File: src/rtl/dot_dma_51.sv
// dot_dma_51: memory-initiator engine computing an unsigned dot product of two
// vectors in data memory and writing the result back. Optional DOT_DMA_OVF_EN adds ovf_51.
`timescale 1ns/1ps
module dot_dma_51 #(
  parameter int AW     = 32,
  parameter int DW     = 32,
  parameter int CW     = 16,
  parameter int STRIDE = 4
) (
  input  logic          clk_51,
  input  logic          rst_51,
  input  logic          start_51,
  input  logic [AW-1:0] a_base_51,
  input  logic [AW-1:0] b_base_51,
  input  logic [CW-1:0] n_51,
  input  logic [AW-1:0] res_addr_51,
  output logic          busy_51,
  output logic          done_51,
  output logic [DW-1:0] result_51,
  output logic [AW-1:0] mra_51,
  input  logic [DW-1:0] mrd_51,
  output logic [AW-1:0] mwa_51,
  output logic [DW-1:0] mwd_51,
  output logic          mwr_51
`ifdef DOT_DMA_OVF_EN
  ,
  output logic          ovf_51
`endif
);

  typedef enum logic [2:0] {IDLE, RD_A, RD_B, MAC, WRITE, DONE} state_t;

  state_t        state, state_nxt;
  logic [AW-1:0] a_ptr, b_ptr, res;
  logic [CW-1:0] cnt;
  logic [DW-1:0] acc, a_reg, b_reg;
  logic [AW-1:0] mwa_q;
  logic [DW-1:0] mwd_q;
  logic [DW-1:0] acc_nxt;

`ifdef DOT_DMA_OVF_EN
  logic [2*DW-1:0] prod;
  logic [DW:0]     sum;
  logic            ovf_q;

  assign prod    = {{DW{1'b0}}, a_reg} * {{DW{1'b0}}, b_reg};
  assign sum     = {1'b0, acc} + {1'b0, prod[DW-1:0]};
  assign acc_nxt = sum[DW-1:0];
  assign ovf_51  = ovf_q;
`else
  logic [DW-1:0] prod;

  assign prod    = a_reg * b_reg;
  assign acc_nxt = acc + prod;
`endif

  // NOTE: sequential state uses non-blocking assignments so every register
  // samples pre-edge values regardless of block ordering.
  always_ff @(posedge clk_51 or negedge rst_51) begin
    if (!rst_51) state <= IDLE;
    else         state <= state_nxt;
  end

  always_comb begin
    // NOTE: default assignment first so no path leaves state_nxt unassigned (no latch).
    state_nxt = state;
    unique case (state)
      IDLE:    if (start_51) state_nxt = (n_51 != '0) ? RD_A : WRITE;
      RD_A:    state_nxt = RD_B;
      RD_B:    state_nxt = MAC;
      MAC:     state_nxt = (cnt == CW'(1)) ? WRITE : RD_A;
      WRITE:   state_nxt = DONE;
      DONE:    state_nxt = IDLE;
      default: state_nxt = IDLE;
    endcase
  end

  // Write address/data show the live job only in WRITE and hold the last write otherwise.
  always_comb begin
    busy_51 = (state != IDLE);
    done_51 = (state == DONE);
    mwr_51  = (state == WRITE);
    mwa_51  = mwa_q;
    mwd_51  = mwd_q;
    mra_51  = '0;
    unique case (state)
      RD_A:    mra_51 = a_ptr;
      RD_B:    mra_51 = b_ptr;
      WRITE: begin
        mwa_51 = res;
        mwd_51 = acc;
      end
      default: ;
    endcase
  end

  always_ff @(posedge clk_51 or negedge rst_51) begin
    if (!rst_51) begin
      a_ptr     <= '0;
      b_ptr     <= '0;
      res       <= '0;
      cnt       <= '0;
      acc       <= '0;
      a_reg     <= '0;
      b_reg     <= '0;
      result_51 <= '0;
      mwa_q     <= '0;
      mwd_q     <= '0;
`ifdef DOT_DMA_OVF_EN
      ovf_q     <= 1'b0;
`endif
    end else begin
      unique case (state)
        IDLE: if (start_51) begin
          a_ptr <= a_base_51;
          b_ptr <= b_base_51;
          cnt   <= n_51;
          res   <= res_addr_51;
          acc   <= '0;
`ifdef DOT_DMA_OVF_EN
          ovf_q <= 1'b0;
`endif
        end
        RD_A: a_reg <= mrd_51;
        RD_B: b_reg <= mrd_51;
        MAC: begin
          acc   <= acc_nxt;
          a_ptr <= a_ptr + AW'(STRIDE);
          b_ptr <= b_ptr + AW'(STRIDE);
          cnt   <= cnt - CW'(1);
`ifdef DOT_DMA_OVF_EN
          if ((prod[2*DW-1:DW] != '0) || sum[DW]) ovf_q <= 1'b1;
`endif
        end
        WRITE: begin
          result_51 <= acc;
          mwa_q     <= res;
          mwd_q     <= acc;
        end
        default: ;
      endcase
    end
  end

endmodule
File: config.mk
export PLATFORM = sky130hd
export DESIGN_NAME = dot_dma_51
export DESIGN_NICKNAME = d
export VERILOG_FILES = /design/src/rtl/dot_dma_51.sv
export SDC_FILE = /design/constraint.sdc
export NUM_CORES = 2
export LEC_CHECK = 0
export CORE_ASPECT_RATIO = 0.5
export CORE_MARGIN = 10
export CORE_UTILIZATION = 43
export DETAILED_ROUTE_END_ITERATION = 16
export GPL_ROUTABILITY_DRIVEN = 0
export PLACE_DENSITY_LB_ADDON = 0.2
export SLEW_MARGIN = 20
export SYNTH_ARGS = -nofsm -noshare
export SYNTH_HDL_FRONTEND = slang
export SYNTH_SLANG_ARGS = --single-unit
File: constraint.sdc
create_clock -name clk_51 -period 9.9 [get_ports clk_51]
set_input_delay 1.98 -clock clk_51 [delete_from_list [all_inputs] [get_ports clk_51]]
set_output_delay 1.98 -clock clk_51 [all_outputs]
set_load 0.02 [all_outputs]
==> summary.md <==
| Metric | Value |
|---|---|
| Fin. max-slew vios | 0 |
| Status | finished, final reports clean |
| # hold bufs at CTS | 0 |
| H-tree Lvls | 2 |
| Crit-path max FO | 28 |
| Gr usage total | 21.7% |
| Vias | between 20000 and 25000 |
| Tmin final | approximately 7.6 ns |
| Cells after Synth | between 3000 and 4000 |
| R2R Setup Slk | 2.34 ns |
| Post_cts resized | 0 |
| Share of layout cells above drive strength 1 | 5.37% |
| Maximum clock insertion buffer count | 3 |
| RSZ-0062 raised after global routing | false |
| Area of the multi-input gates | 0.0196 sq mm |
| Clock root buffer | clkbuf_16 |
| Initial antenna violation count | 10 |
| Highest clock rate | ~130 MHz |
| Setup TNS | 0 ns |
| Hold depth | 2 |
| Critical Path RT | 10.28 ns |
| Critical Path AT | 7.95 ns |
| Die footprint | 0.0809 sq mm |
| Layout Skew | 0.0269 ns |
| Row count | 68 |
| Hold Crit Class | flip-flop to flip-flop |
| Max-Cap Viols | 0 |
| Post-Syn Area | approximately 0.030 sq mm |
| Reg2reg end | acc[28]$_DFFE_PN0P_ |
| Post-CTS setup buffer count | 0 |
| Syn Nets | 3906 |
| Total gr overflow | 0 |
| Critical Path Sink Type | flip-flop |
| Die H | 206 um |
| # fillers | 6347 |
| Input/output buffers | 277 |
| Post-synth EDFFs | 0 |
| FF-to-FF path depth | 23 |
| Core ar. | 0.0688 sq mm |
| Clock sink total | 307 |
| Area grow syn2layout | 15.8% |
| Hold Fails Final Rpt | 0 |
| DR vias/cell | 5.23 |
| Tightest Pin Transition | 1.16 ns |
| Worst hold endpoint | mwa_q[28]$_DFF_PN0_ |
| Post-synthesis sequential area ratio | 25.8% |
| FF+latch count, synth | 307 |
| Die X | 392 um |
| Vias in the first global route | 24100 |
| TritonCTS Buffers | 35 |
| Largest net degree at the start of global routing | around 160 |
| Startpoint Class | flip-flop |
| Hold Path Origin | mwa_q[28]$_DFF_PN0_ |
| DR iter-0 viols | between 1000 and 1500 |
| Setup CP Type | flip-flop to flip-flop |
| Relative max-transition margin | between 20% and 30% |
| Tcrit/Tclk final | 76.4% |
| First-pass GRT wire length | 139000 um |
| Final setup violation count | 0 |
| Synth async-reset ratio | 100% |
| Register area | 0.00768 sq mm |
| 1st-pass router iterations | 6 |
| Yosys cell types | 68 |
| DRT antenna net count | 0 |
| Clock slew at reported path FFs | 0.06 ns |
| Initial Utilization | 43.3% |
| R2R Path Start | b_reg[5]$_DFFE_PN0N_ |
| WL final | roughly 86000 um |
| DRC violations left | 0 |
| Later-pin clock latency in the skew report | between 0.5 and 0.6 ns |
| Syn Area/Cell | 9.34 sq um |
| Yosys synthesis warning count | 0 |
| HPWL after DPL | between 60000 and 70000 um |
| I/O pin count | 278 |
| CTS tree | built |
| Wirelength per Cell | 20.0 um |
| Post-synth top flop | dfrtp_1 |
| Fin nets | 4080 |
==> cells in the mapped netlist, types with 4 or more instances <==
master	number	area share, %
o31ai_1	7	0.18
and3_1	10	0.21
inv_1	504	6.3
nand4_1	15	0.31
o211ai_1	16	0.40
and2_1	318	6.7
or3_1	7	0.15
nor2_1	72	0.91
nand3_1	53	0.89
xor2_1	22	0.65
nor3b_1	6	0.15
o311ai_0	13	0.38
a21oi_1	40	0.67
nor4_1	12	0.25
o21a_1	11	0.28
and4_1	4	0.12
xnor2_1	62	1.8
or2_2	4	0.084
a22oi_1	4	0.10
buf_1	8	0.10
a211oi_1	14	0.35
a21o_1	17	0.43
a31oi_1	10	0.21
a22o_1	31	0.91
buf_6	4	0.15
dfrtp_1	307	26
clkbuf_1	158	2.0
ha_1	128	5.4
nand2b_1	4	0.084
fa_1	438	29
nand2_1	663	8.3
mux2_2	64	2.4
o21ai_0	64	1.1
o22ai_1	7	0.15
a311oi_1	8	0.23
nor3_1	23	0.39
o21bai_1	4	0.10
a221o_1	15	0.50
==> cell families (layout without fill, tap and decap cells) <==
kind of cell	Yosys count	count (layout)	share of synthesized area, %
XOR/XNOR	84	84	2.47
AO/OA/AOI/OAI	283	283	6.67
flip-flops	307	307	25.8
adder cells (fa/ha/maj)	566	566	34.8
multiplexers	67	67	2.52
AND/OR/NAND/NOR	1209	1209	19.2
buffers and inverters	677	874	8.63
other	0	5	0
==> placed cells by master, fill, tap and decap left out, drive strengths merged, types with 5 or more instances in the layout <==
master	count
a21o	17
xor2	22
o21a	12
a31oi	10
ha	128
or3	7
o22ai	8
clkdlybuf4s50	276
fa	438
inv	506
o211ai	16
nor2	73
o21ai	66
o31ai	7
a221o	15
a22o	32
nand4	17
nor3b	6
and4	6
and2	319
nand3	53
and3	12
o311ai	14
mux2	64
nor3	24
clkinv	11
a21oi	40
nand2	663
nor4	12
diode	5
a311oi	8
a211oi	14
clkbuf	44
xnor2	62
buf	34
dfrtp	307
==> how the worst max path moves through the flow <==
stage                           from                  end  slack (ns)  depth (start not counted)
2_1_floorplan  a_reg[13]$_DFFE_PN0N_  acc[28]$_DFFE_PN0P_        3.10                         25
4_1_cts         b_reg[0]$_DFFE_PN0N_  acc[28]$_DFFE_PN0P_        2.19                         23
3_5_place_dp    b_reg[0]$_DFFE_PN0N_  acc[28]$_DFFE_PN0P_        2.20                         23
3_3_place_gp    b_reg[0]$_DFFE_PN0N_  acc[30]$_DFFE_PN0P_        2.33                         23
6_report        b_reg[5]$_DFFE_PN0N_  acc[28]$_DFFE_PN0P_        2.34                         23
5_1_grt         b_reg[5]$_DFFE_PN0N_  acc[31]$_DFFE_PN0P_        1.86                         25
==> layout make-up <==
type / count / share of cell area (%)
multi-input combinational: 2209 / 56.8
clock inverter: 16 / 0.529
sequential: 307 / 22.3
tap: 910 / 3.30
clock buffer: 44 / 2.81
antenna: 5 / 0.0362
timing repair buffer: 310 / 8.82
inverter: 504 / 5.48
==> through the flow <==
stage	utilization [%]	hold WS [ns]	setup WS, ns	cell area (sq um)	cells
floorplan	-	0.446	3.10	29800	3193
global placement	48.4	0.454	2.33	33300	4240
detailed placement	48.4	0.457	2.20	33300	4240
CTS	50.1	0.475	2.19	34500	4300
global route	50.1	0.495	1.86	34500	4303
finish	50.1	0.468	2.34	34500	4305
==> per-layer routing <==
layer	vias up	routed length (um)	GRT usage (%)
li1	10200	-	-
met1	11500	37300	28.6
met2	643	40800	36.0
met3	144	6030	5.04
met4	8	2070	5.43
met5	-	52	0
==> critical path, cell delays in order (launching register included) <==
cell	delay (ns)
dfrtp_1	1.05
and2_1	0.27
fa_1	0.43
fa_1	0.50
fa_1	0.52
inv_1	0.05
fa_1	0.47
inv_1	0.05
fa_1	0.48
fa_1	0.53
fa_1	0.51
inv_1	0.05
fa_1	0.47
inv_1	0.05
ha_1	0.35
a21o_1	0.18
a21o_1	0.18
a21oi_1	0.13
o21ai_0	0.14
a31oi_1	0.28
o22ai_2	0.13
o31ai_1	0.26
xor2_1	0.18
o22ai_1	0.09
Power is left out: the tool's default activity adds up to more than one toggle a clock period on the data nets, which glitch-free logic cannot reach.
